**src/rtl/s27_key_ctrl.sv**
```systemverilog
// s27_key_ctrl: serial key entry and unlock controller for the locked s27 core.
// Drives S1/S2/RANDOM; repeated wrong keys trip a lockout that only RST clears.
module s27_key_ctrl #(
    parameter int unsigned      KEY_W      = 16,
    parameter logic [KEY_W-1:0] GOLDEN_KEY = 16'hA5C3,
    parameter int unsigned      MAX_TRIES  = 3,
    parameter logic [15:0]      LFSR_SEED  = 16'hACE1
) (
    input  logic       CK,
    input  logic       RST,
    input  logic       KEY_IN,
    input  logic       KEY_VLD,
    input  logic       RELOCK,
    output logic       S1,
    output logic       S2,
    output logic       RANDOM,
    output logic       UNLOCKED,
    output logic       LOCKOUT,
    output logic [3:0] TRIES
);

    localparam int unsigned     CW    = $clog2(KEY_W + 1);
    localparam logic [15:0]     SEED  = (LFSR_SEED == 16'h0) ? 16'h0001 : LFSR_SEED;
    localparam logic [3:0]      TMAX  = 4'(MAX_TRIES);
    localparam logic [CW-1:0]   CLAST = CW'(KEY_W);

    typedef enum logic [2:0] {
        ST_IDLE,
        ST_SHIFT,
        ST_CHECK,
        ST_UNLOCKED,
        ST_LOCKOUT
    } state_t;

    state_t           r_state;
    logic [KEY_W-1:0] r_sreg;
    logic [CW-1:0]    r_cnt;
    logic [3:0]       r_tries;
    logic [15:0]      r_lfsr;
    logic             r_s1;
    logic             r_s2;
    logic             r_random;
    logic             r_unlocked;
    logic             r_lockout;

    logic             w_fb;
    logic [15:0]      w_lfsr_nxt;
    logic [KEY_W-1:0] w_sreg_sh;
    logic [CW-1:0]    w_cnt_inc;
    logic [3:0]       w_tries_inc;

    // LFSR freezes only while the core is running unlocked
    assign w_fb        = r_lfsr[15] ^ r_lfsr[13] ^ r_lfsr[12] ^ r_lfsr[10];
    assign w_lfsr_nxt  = (r_state == ST_UNLOCKED) ? r_lfsr
                                                  : {r_lfsr[14:0], w_fb};
    assign w_sreg_sh   = {r_sreg[KEY_W-2:0], KEY_IN};
    assign w_cnt_inc   = r_cnt + CW'(1);
    assign w_tries_inc = (r_tries >= TMAX) ? TMAX : r_tries + 4'd1;

    always_ff @(posedge CK or posedge RST) begin
        if (RST) begin
            r_state    <= ST_IDLE;
            r_sreg     <= '0;
            r_cnt      <= '0;
            r_tries    <= '0;
            r_lfsr     <= SEED;
            r_s1       <= 1'b0;
            r_s2       <= 1'b1;
            r_random   <= SEED[0];
            r_unlocked <= 1'b0;
            r_lockout  <= 1'b0;
        end else begin
            r_lfsr     <= w_lfsr_nxt;
            // Corrupting configuration unless a branch below selects unlock
            r_s1       <= 1'b0;
            r_s2       <= 1'b1;
            r_random   <= w_lfsr_nxt[0];
            r_unlocked <= 1'b0;
            r_lockout  <= 1'b0;

            unique case (r_state)
                ST_IDLE: begin
                    if (KEY_VLD) begin
                        r_sreg  <= w_sreg_sh;
                        r_cnt   <= CW'(1);
                        r_state <= ST_SHIFT;
                    end
                end
                ST_SHIFT: begin
                    if (KEY_VLD) begin
                        r_sreg <= w_sreg_sh;
                        r_cnt  <= w_cnt_inc;
                        if (w_cnt_inc == CLAST) begin
                            r_state <= ST_CHECK;
                        end
                    end
                end
                ST_CHECK: begin
                    r_sreg <= '0;
                    r_cnt  <= '0;
                    if (r_sreg == GOLDEN_KEY) begin
                        r_state    <= ST_UNLOCKED;
                        r_tries    <= '0;
                        r_s1       <= 1'b1;
                        r_s2       <= 1'b0;
                        r_random   <= 1'b0;
                        r_unlocked <= 1'b1;
                    end else begin
                        r_tries <= w_tries_inc;
                        if (w_tries_inc == TMAX) begin
                            r_state   <= ST_LOCKOUT;
                            r_lockout <= 1'b1;
                        end else begin
                            r_state <= ST_IDLE;
                        end
                    end
                end
                ST_UNLOCKED: begin
                    if (RELOCK) begin
                        r_state <= ST_IDLE;
                    end else begin
                        r_s1       <= 1'b1;
                        r_s2       <= 1'b0;
                        r_random   <= 1'b0;
                        r_unlocked <= 1'b1;
                    end
                end
                ST_LOCKOUT: begin
                    r_tries   <= TMAX;
                    r_lockout <= 1'b1;
                end
                default: begin
                    r_state <= ST_IDLE;
                end
            endcase
        end
    end

    assign S1       = r_s1;
    assign S2       = r_s2;
    assign RANDOM   = r_random;
    assign UNLOCKED = r_unlocked;
    assign LOCKOUT  = r_lockout;
    assign TRIES    = r_tries;

endmodule
```
**config.mk**
```make
export PLATFORM = sky130hd
export DESIGN_NAME = s27_key_ctrl
export DESIGN_NICKNAME = d
export VERILOG_FILES = /design/src/rtl/s27_key_ctrl.sv
export SDC_FILE = /design/constraint.sdc
export NUM_CORES = 1
export LEC_CHECK = 0
export ABC_AREA = 1
export CORE_AREA = 2 2 70 72
export DETAILED_ROUTE_END_ITERATION = 8
export DIE_AREA = 0 0 72 74
export PLACE_DENSITY = 0.74
export SLEW_MARGIN = 20
export SYNTH_ARGS = -nofsm -noshare
export SYNTH_HDL_FRONTEND = slang
export SYNTH_SLANG_ARGS = --single-unit
```
**constraint.sdc**
```tcl
create_clock -name CK -period 2.5 [get_ports CK]
set_clock_uncertainty 0.05 [all_clocks]
set_input_delay 0.25 -clock CK [delete_from_list [all_inputs] [get_ports CK]]
set_output_delay 0.25 -clock CK [all_outputs]
set_load 0.01 [all_outputs]
```
==> results_dict.tcl <==
set metrics [dict create \
    synth_cell_types 25 \
    critPathCaptureType "output port" \
    vdd_drop_max_mv 0.2996 \
    critPathTopFamily "flip-flops" \
    rows 25 \
    slowest_delay_ns 0.53 \
    diodes 0 \
    fin_ws_ns 0.8588 \
    die_x_um 72 \
    synth_ff_type "dfrtp_1" \
    synthAdderAreaFrac_pct 1.709 \
    final_period_minus_worst_setup_slack_ns 1.641 \
    synth_edf_count 0 \
    max_freq_ghz 0.6093 \
    clkTransAtPathRegs_ns 0.08 \
    die_y_um 74 \
    dp_hpwl_um 2502 \
    critPathKind "flip-flop to output port" \
    async_flop_share_pct 100.0 \
    design.core.area_sq_um 4598 \
    placedCellCount 306 \
    overflow 0 \
    routabilityCongestion 0.7792 \
    regToRegStartpoint "r_state[2]" \
    syn_inst 244 \
    nets 267 \
    yosys-top-cells-area "dfrtp_1, nand2_1, dfstp_2, inv_1, o22ai_2" \
    r2r-end "r_cnt[3]" \
    worst_pin_slew_ns 0.5464 \
    clock_latency_ns 0.30 \
    critPathBufInv 1 \
    dr.first_iter.drc_count 91 \
    dp_slack_ns 0.7631 \
    critPathLaunchType "flip-flop" \
    cp.required_ns 2.20 \
    powerDensity_nw_per_um2 1174 \
    drc 0 \
    yosys.area.top_type_share_pct 43.30 \
    post_cts_buffers 0 \
    vias 1545 \
    num_io_pins 14 \
    rsz0062_at_grt "false" \
    cts_max_level 2 \
    synthSimpleGateAreaFrac_pct 23.65 \
    cp_cell_sequence "clkdlybuf4s50_1" \
    finalNonFillerCells 314 \
    drv_cap 0 \
    track_usage_pct 15.10 \
    start_util_pct 47.76 \
    cts_buffer_depth 2 \
    grt_pass1_wl_um 6334 \
    drive_gt1_share_pct 16.54 \
    grt_max_degree 27 \
    muxShareOfSynthArea_pct 0 \
    die-area_sq_um 5328 \
    holdBufCountCts 0 \
    area_growth_pct 12.02 \
    first_global_vias 1494 \
    cts_tree "done" \
    slew_violations 0 \
    routed_wl_um 3566 \
    ys_seq_elements 48 \
    synth_xor_area_share_pct 0.7977 \
    seq_area_frac_synth_pct 55.27 \
    r2r_cells 4 \
    power.leakage_nw 1.203 \
    yosysTopAreaCell "dfrtp_1" \
    vias_per_cell 4.920 \
    synth_area_sq_um 2196 \
    ctsRootBufferMaster "clkbuf_8" \
    status "finished, final reports clean" \
    synthesis.nets 252 \
    cp.arrival_ns 1.34 \
    ys.warnings.count 0 \
    hold_violations 0 \
    cts.sinks 48 \
    antenna_left 0 \
    tns_ns 0 \
    hp-class "input port to asynchronous set/reset pin" \
    final_common_cell "nand2_1" \
    drt_pass1_iterations 4 \
    worstPathMaxFanout 1 \
    port_buffers 13 \
    final_cell_mix "nand2_1, dfrtp_1, inv_1" \
    cts_resized 0 \
    synth_compound_area_share_pct 9.744 \
    relSlewSlack_pct 63.44 \
    wire_per_inst_um 11.36 \
    cpMaxStageDelayCell "dfstp_2" \
    reg2reg_slack_ns 0.87 \
    antenna_found_initial 0 \
    avgSynthCellArea_sq_um 8.999 \
    setup_viol 0 \
    synth_top_family_by_area "simple AND/OR/NAND/NOR gates" \
    cts_buffers 5 \
    fin_crit_sh_pct 65.65 \
]
## flip-flops by register name (all words and copies together), names as in the netlist
register and flops:
r_sreg 16, r_state 3, LOCKOUT 1, UNLOCKED 1, RANDOM 1, TRIES 4, r_cnt 5, S2 1
r_lfsr 16
## worst max path at each step
stage	start	slack, ns	endpoint	cells after the start
finish	RANDOM	0.86	RANDOM	1
global placement	KEY_VLD	0.75	r_cnt[3]	4
detailed placement	KEY_VLD	0.76	r_cnt[4]	4
CTS	RANDOM	0.84	RANDOM	1
global route	r_state[2]	0.77	r_sreg[3]	4
floorplan	RST	1.07	LOCKOUT	1
## cell families after synthesis
kind of cell / count (synthesis)
buf+inv: 46
simple gates: 119
xor+xnor: 2
compound gates: 26
fa+ha+maj: 3
flops: 48
## power breakdown
group / switching, mW / internal, mW / total, mW
registers: 0.223 / 1.15 / 1.37
clock network: 0.237 / 0.226 / 0.463
logic: 0.618 / 0.432 / 1.05
total: 1.08 / 1.81 / 2.89
## cells in the mapped netlist (3+ instances only)
| cell | count |
|---|---|
| buf_4 | 3 |
| dfrtp_1 | 38 |
| dfstp_2 | 10 |
| ha_1 | 3 |
| inv_1 | 34 |
| inv_2 | 6 |
| nand2_1 | 80 |
| nand3_1 | 16 |
| nand4_1 | 3 |
| nor2_1 | 11 |
| nor2_2 | 4 |
| o21ai_0 | 9 |
| o22ai_2 | 10 |
## metal layers
metal | up-vias | track usage [%] | wire [um]
met1 | 721 | 19.63 | 1745
met4 | 0 | 5.660 | 63
met5 | - | 0 | 0
li1 | 795 | - | -
met3 | 7 | 3.252 | 83
met2 | 22 | 25.10 | 1674
## worst reg2reg max path, stage by stage (launching register included)
cell     delay, ns
dfrtp_1       0.48
nor2_2        0.15
nand2_2       0.32
nand2_4       0.36
o32ai_1       0.13
## per-stage QoR
| step | hold WS (ns) | utilization, % | power (mW) | area (sq um) |
|---|---|---|---|---|
| after floorplan | 0.3210 | - | 2.202 | 2196 |
| after global placement | 0.4029 | 51.54 | 2.400 | 2370 |
| after detailed placement | 0.4083 | 51.54 | 2.442 | 2370 |
| after CTS | 0.2532 | 53.50 | 2.913 | 2460 |
| after global routing | 0.3050 | 53.50 | 3.147 | 2460 |
| final | 0.2413 | 53.50 | 2.888 | 2460 |
## cell type report
class,instances,area [sq um]
Clock buffer,8,90.09
Fill cell,421,2138
Inverter,40,150.1
Multi-Input combinational cell,150,788.3
Sequential cell,48,1214
Tap cell,54,67.56
Timing Repair Buffer,14,150.1
Power figures use the tool's default switching activity.
